==> src/rtl/ip_packet_rx_if.sv <==
// Byte-wide MAC receive stream plus the result handshake towards the accelerator.
// master = MAC/accelerator environment, slave = the packet receiver.
interface ip_packet_rx_if;
    logic [7:0]  MAC_DATA_IN;
    logic        MAC_DATA_VALID;
    logic        MAC_DATA_READY;
    logic        MAC_DATA_LAST;
    logic        MAC_DATA_TUSER;
    logic [31:0] SENDER_IP_ADDRESS;
    logic [47:0] SENDER_MAC_ADDRESS;
    logic [9:0]  SENDER_MESSAGE;
    logic        MESSAGE_VALID;
    logic        MESSAGE_READY;

    modport master (
        output MAC_DATA_IN, MAC_DATA_VALID, MAC_DATA_LAST, MAC_DATA_TUSER, MESSAGE_READY,
        input  MAC_DATA_READY, SENDER_IP_ADDRESS, SENDER_MAC_ADDRESS, SENDER_MESSAGE, MESSAGE_VALID
    );

    modport slave (
        input  MAC_DATA_IN, MAC_DATA_VALID, MAC_DATA_LAST, MAC_DATA_TUSER, MESSAGE_READY,
        output MAC_DATA_READY, SENDER_IP_ADDRESS, SENDER_MAC_ADDRESS, SENDER_MESSAGE, MESSAGE_VALID
    );
endinterface

==> src/rtl/ip_packet_rx.sv <==
// IPv4 frame receiver: parses Ethernet/IPv4 headers LSB-first, filters the frame and
// hands the sender addresses and 10-bit message to the accelerator.
module ip_packet_rx #(
    parameter int ETH_HDR_BYTES  = 14,
    parameter int IP_HDR_BYTES   = 20,
    parameter int DATA_BYTES     = 26,
    parameter bit CHECK_CHECKSUM = 1'b1
) (
    input  logic                 ACLK,
    input  logic                 ARESET,
    input  logic [31:0]          ACCELERATOR_IP_ADDRESS,
    input  logic [47:0]          ACCELERATOR_MAC_ADDRESS,
    ip_packet_rx_if.slave        rx,
    output logic [15:0]          DROP_COUNT
);
    typedef enum logic [2:0] {ETH_HDR, IP_HDR, USER_DATA, DRAIN, HOLD} state_t;

    localparam logic [7:0] ETH_END  = 8'(ETH_HDR_BYTES - 1);
    localparam logic [7:0] IP_END   = 8'(IP_HDR_BYTES - 1);
    localparam logic [7:0] DATA_END = 8'(DATA_BYTES - 1);

    state_t      state, state_nxt;
    logic [7:0]  byte_cnt;
    logic        beat, frame_end, cnt_clr;
    logic        drop_flag, drop_prev, byte_bad, frame_bad, drop_inc;
    logic        mac_local_ok, mac_bcast_ok, mac_local_prev, mac_bcast_prev;
    logic        mac_byte_local, ip_byte_match;
    logic [7:0]  csum_lo;
    logic [15:0] csum, csum_fold;
    logic [16:0] csum_acc;
    logic [47:0] src_mac;
    logic [31:0] src_ip;
    logic [9:0]  message;

    assign rx.MAC_DATA_READY = (state != HOLD);
    assign rx.MESSAGE_VALID  = (state == HOLD);
    assign beat      = rx.MAC_DATA_VALID && rx.MAC_DATA_READY;
    assign frame_end = beat && rx.MAC_DATA_LAST;
    assign cnt_clr   = (state_nxt != state) || frame_end;

    // Sticky flags restart on the first byte of each frame.
    assign drop_prev      = (state == ETH_HDR && byte_cnt == '0) ? 1'b0 : drop_flag;
    assign frame_bad      = drop_prev | byte_bad;
    assign mac_local_prev = (byte_cnt == '0) ? 1'b1 : mac_local_ok;
    assign mac_bcast_prev = (byte_cnt == '0) ? 1'b1 : mac_bcast_ok;

    // Ones-complement add of {odd, even} with end-around carry folded per word.
    assign csum_acc  = {1'b0, csum} + {1'b0, rx.MAC_DATA_IN, csum_lo};
    assign csum_fold = csum_acc[15:0] + {15'd0, csum_acc[16]};

    always_comb begin
        mac_byte_local = 1'b0;
        ip_byte_match  = 1'b0;
        for (int unsigned i = 0; i < 6; i++)
            if (byte_cnt == 8'(i))
                mac_byte_local = (rx.MAC_DATA_IN == ACCELERATOR_MAC_ADDRESS[8*i +: 8]);
        for (int unsigned i = 0; i < 4; i++)
            if (byte_cnt == 8'(16 + i))
                ip_byte_match = (rx.MAC_DATA_IN == ACCELERATOR_IP_ADDRESS[8*i +: 8]);
    end

    always_comb begin
        state_nxt = state;
        byte_bad  = 1'b0;
        drop_inc  = 1'b0;
        unique case (state)
            ETH_HDR: begin
                if (byte_cnt == 8'd5 && !((mac_local_prev && mac_byte_local) ||
                                          (mac_bcast_prev && rx.MAC_DATA_IN == 8'hFF)))
                    byte_bad = 1'b1;
                if (byte_cnt == 8'd12 && rx.MAC_DATA_IN != 8'h00) byte_bad = 1'b1;
                if (byte_cnt == 8'd13 && rx.MAC_DATA_IN != 8'h08) byte_bad = 1'b1;
                if (beat) begin
                    if (rx.MAC_DATA_LAST)        drop_inc  = 1'b1;
                    else if (byte_cnt == ETH_END) state_nxt = IP_HDR;
                end
            end
            IP_HDR: begin
                if (byte_cnt == 8'd0 && rx.MAC_DATA_IN != 8'h45) byte_bad = 1'b1;
                if (byte_cnt >= 8'd16 && byte_cnt <= 8'd19 && !ip_byte_match) byte_bad = 1'b1;
                if (beat) begin
                    if (rx.MAC_DATA_LAST) begin
                        state_nxt = ETH_HDR;
                        drop_inc  = 1'b1;
                    end else if (byte_cnt == IP_END) begin
                        state_nxt = USER_DATA;
                    end
                end
            end
            USER_DATA: begin
                if (beat) begin
                    if (byte_cnt == DATA_END) begin
                        if (!rx.MAC_DATA_LAST) begin
                            state_nxt = DRAIN;
                        end else if (!frame_bad && !rx.MAC_DATA_TUSER &&
                                     (!CHECK_CHECKSUM || csum == 16'hFFFF)) begin
                            state_nxt = HOLD;
                        end else begin
                            state_nxt = ETH_HDR;
                            drop_inc  = 1'b1;
                        end
                    end else if (rx.MAC_DATA_LAST) begin
                        state_nxt = ETH_HDR;
                        drop_inc  = 1'b1;
                    end
                end
            end
            DRAIN: begin
                if (frame_end) begin
                    state_nxt = ETH_HDR;
                    drop_inc  = 1'b1;
                end
            end
            HOLD: begin
                if (rx.MESSAGE_READY) state_nxt = ETH_HDR;
            end
            default: state_nxt = ETH_HDR;
        endcase
    end

    always_ff @(posedge ACLK or posedge ARESET) begin
        if (ARESET) begin
            state                 <= ETH_HDR;
            byte_cnt              <= '0;
            drop_flag             <= 1'b0;
            mac_local_ok          <= 1'b0;
            mac_bcast_ok          <= 1'b0;
            csum                  <= '0;
            csum_lo               <= '0;
            src_mac               <= '0;
            src_ip                <= '0;
            message               <= '0;
            DROP_COUNT            <= '0;
            rx.SENDER_IP_ADDRESS  <= '0;
            rx.SENDER_MAC_ADDRESS <= '0;
            rx.SENDER_MESSAGE     <= '0;
        end else begin
            state <= state_nxt;
            if (cnt_clr)   byte_cnt <= '0;
            else if (beat) byte_cnt <= byte_cnt + 8'd1;
            if (drop_inc && DROP_COUNT != 16'hFFFF) DROP_COUNT <= DROP_COUNT + 16'd1;

            if (beat) begin
                drop_flag <= frame_bad;
                if (state == ETH_HDR) begin
                    mac_local_ok <= mac_local_prev && mac_byte_local;
                    mac_bcast_ok <= mac_bcast_prev && (rx.MAC_DATA_IN == 8'hFF);
                    for (int unsigned i = 0; i < 6; i++)
                        if (byte_cnt == 8'(6 + i)) src_mac[8*i +: 8] <= rx.MAC_DATA_IN;
                end
                if (state == IP_HDR) begin
                    if (!byte_cnt[0]) begin
                        csum_lo <= rx.MAC_DATA_IN;
                        if (byte_cnt == '0) csum <= '0;
                    end else begin
                        csum <= csum_fold;
                    end
                    for (int unsigned i = 0; i < 4; i++)
                        if (byte_cnt == 8'(12 + i)) src_ip[8*i +: 8] <= rx.MAC_DATA_IN;
                end
                if (state == USER_DATA) begin
                    if (byte_cnt == 8'd0) message[7:0] <= rx.MAC_DATA_IN;
                    if (byte_cnt == 8'd1) message[9:8] <= rx.MAC_DATA_IN[1:0];
                end
            end

            if (state != HOLD && state_nxt == HOLD) begin
                rx.SENDER_IP_ADDRESS  <= src_ip;
                rx.SENDER_MAC_ADDRESS <= src_mac;
                rx.SENDER_MESSAGE     <= message;
            end
        end
    end
endmodule

==> src/flat_wrapper.sv <==
// flat-port wrapper written by rule: the top's interface ports become plain ports
module ip_packet_rx_flat 
#(
    parameter int ETH_HDR_BYTES  = 14,
    parameter int IP_HDR_BYTES   = 20,
    parameter int DATA_BYTES     = 26,
    parameter bit CHECK_CHECKSUM = 1'b1
)
  (ACLK, ARESET, ACCELERATOR_IP_ADDRESS, ACCELERATOR_MAC_ADDRESS, DROP_COUNT, rx_MAC_DATA_IN, rx_MAC_DATA_VALID, rx_MAC_DATA_LAST, rx_MAC_DATA_TUSER, rx_MESSAGE_READY, rx_MAC_DATA_READY, rx_SENDER_IP_ADDRESS, rx_SENDER_MAC_ADDRESS, rx_SENDER_MESSAGE, rx_MESSAGE_VALID);
  ip_packet_rx_if rx_i ();
  input  logic ACLK;
  input  logic ARESET;
  input  logic [31:0] ACCELERATOR_IP_ADDRESS;
  input  logic [47:0] ACCELERATOR_MAC_ADDRESS;
  output logic [15:0] DROP_COUNT;
  input wire logic [$bits(rx_i.MAC_DATA_IN)-1:0] rx_MAC_DATA_IN;
  input wire logic [$bits(rx_i.MAC_DATA_VALID)-1:0] rx_MAC_DATA_VALID;
  input wire logic [$bits(rx_i.MAC_DATA_LAST)-1:0] rx_MAC_DATA_LAST;
  input wire logic [$bits(rx_i.MAC_DATA_TUSER)-1:0] rx_MAC_DATA_TUSER;
  input wire logic [$bits(rx_i.MESSAGE_READY)-1:0] rx_MESSAGE_READY;
  output wire logic [$bits(rx_i.MAC_DATA_READY)-1:0] rx_MAC_DATA_READY;
  output wire logic [$bits(rx_i.SENDER_IP_ADDRESS)-1:0] rx_SENDER_IP_ADDRESS;
  output wire logic [$bits(rx_i.SENDER_MAC_ADDRESS)-1:0] rx_SENDER_MAC_ADDRESS;
  output wire logic [$bits(rx_i.SENDER_MESSAGE)-1:0] rx_SENDER_MESSAGE;
  output wire logic [$bits(rx_i.MESSAGE_VALID)-1:0] rx_MESSAGE_VALID;
  assign rx_i.MAC_DATA_IN = rx_MAC_DATA_IN;
  assign rx_i.MAC_DATA_VALID = rx_MAC_DATA_VALID;
  assign rx_i.MAC_DATA_LAST = rx_MAC_DATA_LAST;
  assign rx_i.MAC_DATA_TUSER = rx_MAC_DATA_TUSER;
  assign rx_i.MESSAGE_READY = rx_MESSAGE_READY;
  assign rx_MAC_DATA_READY = rx_i.MAC_DATA_READY;
  assign rx_SENDER_IP_ADDRESS = rx_i.SENDER_IP_ADDRESS;
  assign rx_SENDER_MAC_ADDRESS = rx_i.SENDER_MAC_ADDRESS;
  assign rx_SENDER_MESSAGE = rx_i.SENDER_MESSAGE;
  assign rx_MESSAGE_VALID = rx_i.MESSAGE_VALID;
  ip_packet_rx #(.ETH_HDR_BYTES(ETH_HDR_BYTES), .IP_HDR_BYTES(IP_HDR_BYTES), .DATA_BYTES(DATA_BYTES), .CHECK_CHECKSUM(CHECK_CHECKSUM)) u_core (.ACLK(ACLK), .ARESET(ARESET), .ACCELERATOR_IP_ADDRESS(ACCELERATOR_IP_ADDRESS), .ACCELERATOR_MAC_ADDRESS(ACCELERATOR_MAC_ADDRESS), .rx(rx_i), .DROP_COUNT(DROP_COUNT));
endmodule
==> config.mk <==
export PLATFORM = sky130hd
export DESIGN_NAME = ip_packet_rx_flat
export DESIGN_NICKNAME = d
export VERILOG_FILES = /design/src/rtl/ip_packet_rx_if.sv /design/src/rtl/ip_packet_rx.sv /design/src/flat_wrapper.sv
export SDC_FILE = /design/constraint.sdc
export NUM_CORES = 1
export LEC_CHECK = 0
export CAP_MARGIN = 5
export CORE_MARGIN = 2
export CORE_UTILIZATION = 50
export DETAILED_ROUTE_END_ITERATION = 10
export GPL_TIMING_DRIVEN = 0
export PLACE_DENSITY = 0.74
export SETUP_SLACK_MARGIN = 0.3
export SYNTH_ARGS = -nofsm -noshare
export SYNTH_HDL_FRONTEND = slang
export SYNTH_SLANG_ARGS = --single-unit
==> constraint.sdc <==
create_clock -name ACLK -period 18.5 [get_ports ACLK]
set_clock_uncertainty 0.1 [all_clocks]
set_input_delay 4.625 -clock ACLK [delete_from_list [all_inputs] [get_ports ACLK]]
set_output_delay 4.625 -clock ACLK [all_outputs]
set_load 0.1 [all_outputs]
==> results by group <==
Outcome
  • Status: completed

Worst hold path
  • Hold path endpoint: u_core.src_mac[19]$_DFFE_PP0P_
  • Hold Crit Start: u_core.src_mac[19]$_DFFE_PP0P_
  • Worst hold path depth: 2
  • Min-Delay Path Class: reg -> reg

Power
  • Sequential Power Share: 45.8%
  • Comb pwr share: 17.2%
  • Leakage power figure: 6.700 nW
  • Int Power: 0.8984 mW
  • Maximum vdd drop: 0.09906 mV
  • Clock share of power: 37.1%
  • Switch Pwr: 0.3573 mW
  • Power Density: 86.99 nW/um^2
  • Switch share: 28.45%

Worst setup path
  • Crit-path most repeated cell: ha_1
  • Setup Crit Path Kind: in -> reg
  • CP Cell Sequence: clkdlybuf4s50_1, ha_1, clkbuf_1, nand2_1, nor2_1, a311oi_1, o21bai_1, a21oi_1, nor2b_1, o21ai_0, nand2b_1, ha_1, o2111ai_1, nor4_2, nand3_1, nor4b_2, nand4b_1, a2111o_1, a32o_1
  • Reg2reg path depth: 19
  • RR Startpoint: u_core.csum[0]$_DFFE_PP0P_
  • Reg2reg end: u_core.csum[14]$_DFFE_PP0P_
  • Crit path DAT: 8760 ps
  • Max incr delay on CP: 430 ps
  • Max FO, Critical Path: 8
  • Worst R2R Setup Slack: around 14000 ps
  • CP max stage cell: clkdlybuf4s50_1
  • CP Launch Type: primary input
  • Worst EP required: about 19000 ps
  • Critical Path Sink Type: flop

Die
  • Die footprint: 23780 sq um
  • Std-Cell Rows: 54
  • Die height: ~150 um
  • Initial Util: 51.37%
  • Core Area: 21960 sq um
  • Die width: 154.2 um
  • I/O pin count: 202

Place
  • RePlAce Congestion: 0.9065
  • Placed inst area: 13680 sq um
  • DPL Wire Length: 20480 um
  • Placed insts: ~1400
  • Port buffer count: 201

Clock network
  • Clk_lat worst skew: 530 ps
  • Cts bufs inserted: 25
  • H-tree Lvls: 1
  • Post-CTS setup buffers: 0
  • CTS tree: yes
  • Hold_buf cts: 0
  • Worst-case clock buffer depth: 3
  • Reg clk slew, reported paths: 60 ps
  • Post-CTS Resized: 0
  • Root buffer cell: clkbuf_16
  • CTS sink cnt: 234

Timing
  • Setup violators final: 0
  • Period utilisation layout: a little under half
  • Slew Limit Fails: 0
  • Worst-margin pin slew: 1048 ps
  • RSZ-0062 raised after global routing: false
  • Fmax: about 120 MHz
  • Minimum clock period: 8437 ps
  • Worst hold margin: 370.7 ps
  • Max_slew headroom: 29.92%
  • Setup TNS: 0 ps
  • Final Hold Vio Count: 0

GRT
  • Initial antenna violation count: 0
  • First-pass GRT wire length: 45200 um
  • GRT overflow: 0
  • Largest net degree at the start of global routing: roughly 120
  • Tot GR Track Use: about a quarter
  • Vias in the first global route: 8347

Cells and area
  • Final std cells w/o fill: 1460
  • Area grow syn2layout: 27.98%
  • Final Cell Area: 14440 sq um
  • Share of cells above drive strength 1: roughly 15%
  • Final nets: about 1300
  • Antenna diode count: 0

Logic synthesis
  • Post-Synth XOR/XNOR Area: under 10%
  • Largest family of logic cells by synthesized area: multiplexers
  • Synth Area in Compound Gates: 6.190%
  • Dominant cell type by area after synthesis: dfrtp_1
  • Top cells by area, synth: dfrtp_1 52%, mux2_2 13%, xnor2_1 5.7%
  • #FFs+latches synth: 234
  • YS warnings: 0
  • Net Count, Synth: 1056
  • Sequential element share of the synthesized area: between 50% and 60%
  • Asr flop ratio synth: 100.0%
  • Post-Synth Adder-Cell Area: around 2.7%
  • Netlist cell types: between 60 and 70
  • Mux cell area share after synthesis: 17.87%
  • Top cell type's share of synthesized area: 51.91%
  • Synthesized cell area: about 11000 sq um
  • Number of enable flip-flop cells after synthesis: 0
  • Post-Synth Simple-Gate Area: 9.739%
  • Mapped Cells: approximately 940
  • Avg Inst Size Synth: 12.03 sq um
  • Synth Flop Type: dfrtp_1

Route
  • 1st-pass router iterations: 5
  • Via density: 5.567
  • Routed via count: 8128
  • Drt drc: 0
  • Initial DRC Count: 385
  • Post-DRT Antenna Nets: 0
  • Post-DR wirelength/cell: 19.32 um
  • Final WL: 28200 um

Job
  • MaxCap Viol Count: 0
critical path: cells and delay by family:
kind | cells | cell delay (ps)
AO/OA/AOI/OAI | 7 | 1320
adder cells (fa/ha/maj) | 2 | 470
AND/OR/NAND/NOR | 8 | 1620
buffers and inverters | 2 | 700
cell type report:
cell class / count / area (sq um)
buffer: 44 / 177.7
tap: 280 / 350.3
sequential: 234 / 5856
timing repair buffer: 202 / 2039
clock inverter: 4 / 41.29
fill: 1689 / 7523
inverter: 13 / 56.30
multi-input combinational: 647 / 5197
clock buffer: 36 / 716.9
worst max path at each step:
stage               slack [ps]              start                          endpoint
finish                   10060  rx_MAC_DATA_IN[0]       u_core.csum[15]$_DFFE_PP0P_
global route              9780  rx_MAC_DATA_IN[0]       u_core.csum[15]$_DFFE_PP0P_
CTS                      10160  rx_MAC_DATA_IN[0]       u_core.csum[15]$_DFFE_PP0P_
detailed placement        9610  rx_MAC_DATA_IN[0]       u_core.csum[15]$_DFFE_PP0P_
global placement          4500             ARESET  u_core.DROP_COUNT[7]$_DFFE_PP0P_
floorplan                 7360             ARESET  u_core.DROP_COUNT[0]$_DFFE_PP0P_
layer usage:
| layer | share of wire, % | track usage (%) | up-vias |
|---|---|---|---|
| met2 | 49 | 41.17 | 219 |
| met3 | 4.5 | 3.586 | 61 |
| met5 | 0 | 0 | - |
| met4 | 3.2 | 9.168 | 0 |
| li1 | - | - | 3786 |
| met1 | 44 | 31.00 | 4062 |
kinds of logic (layout without fill, tap and decap cells):
kind of cell	after synthesis	count (layout)
compound gates	104	104
xor+xnor	123	123
fa+ha+maj	24	24
buf+inv	57	299
flops	234	234
mux	179	179
simple gates	217	217
metrics by stage:
stage	utilization, %	setup WS (ps)	power, mW
after floorplan	-	7357	0.7247
after global placement	62.13	4504	0.7932
after detailed placement	62.28	9611	0.7997
after CTS	65.74	10160	1.264
after global routing	65.74	9778	1.308
final	65.74	10060	1.256
sequential cells by signal (all words and copies together), names as in the netlist, 10 cells and up:
name	flops
u_core.src_ip	32
u_core.rx.SENDER_MAC_ADDRESS	48
u_core.csum	16
u_core.rx.SENDER_IP_ADDRESS	32
u_core.message	10
u_core.src_mac	48
u_core.rx.SENDER_MESSAGE	10
u_core.DROP_COUNT	16
cell usage after synthesis, types with 3 or more instances:
| master | count |
|---|---|
| a211o_1 | 3 |
| a211oi_1 | 3 |
| a21o_1 | 6 |
| a21oi_1 | 12 |
| a22o_1 | 3 |
| a31oi_1 | 4 |
| and2_1 | 6 |
| and3_1 | 5 |
| buf_2 | 10 |
| clkbuf_1 | 32 |
| dfrtp_1 | 234 |
| ha_1 | 23 |
| inv_1 | 13 |
| mux2_1 | 50 |
| mux2_2 | 129 |
| nand2_1 | 63 |
| nand2b_1 | 5 |
| nand3_1 | 26 |
| nand4_1 | 19 |
| nand4b_1 | 3 |
| nor2_1 | 41 |
| nor2b_1 | 4 |
| nor3_1 | 11 |
| nor3b_1 | 3 |
| nor4_1 | 18 |
| o21a_1 | 4 |
| o21ai_0 | 32 |
| o21ai_1 | 10 |
| o21bai_1 | 3 |
| xnor2_1 | 73 |
| xor2_1 | 50 |
power groups by stage:
| stage | logic (mW) | clock network [mW] | registers, mW |
|---|---|---|---|
| after floorplan | 0.0961 | 0 | 0.629 |
| after global placement | 0.211 | 0 | 0.582 |
| after detailed placement | 0.216 | 0 | 0.584 |
| after CTS | 0.217 | 0.473 | 0.575 |
| after global routing | 0.232 | 0.496 | 0.580 |
| final | 0.215 | 0.466 | 0.575 |
cell usage in the layout, fill, tap and decap left out, drive strengths merged, types with 4 or more instances in the layout:
master / count
dfrtp: 234
clkdlybuf4s50: 201
mux2: 179
xnor2: 73
clkbuf: 68
nand2: 63
xor2: 50
o21ai: 42
nor2: 41
nand3: 26
ha: 23
nand4: 19
nor4: 19
inv: 14
buf: 13
a21oi: 12
nor3: 11
and2: 7
a21o: 6
nand2b: 5
and3: 5
a211oi: 5
nor2b: 4
a31oi: 4
o21a: 4
No activity file was read; power rests on OpenSTA's default activity.
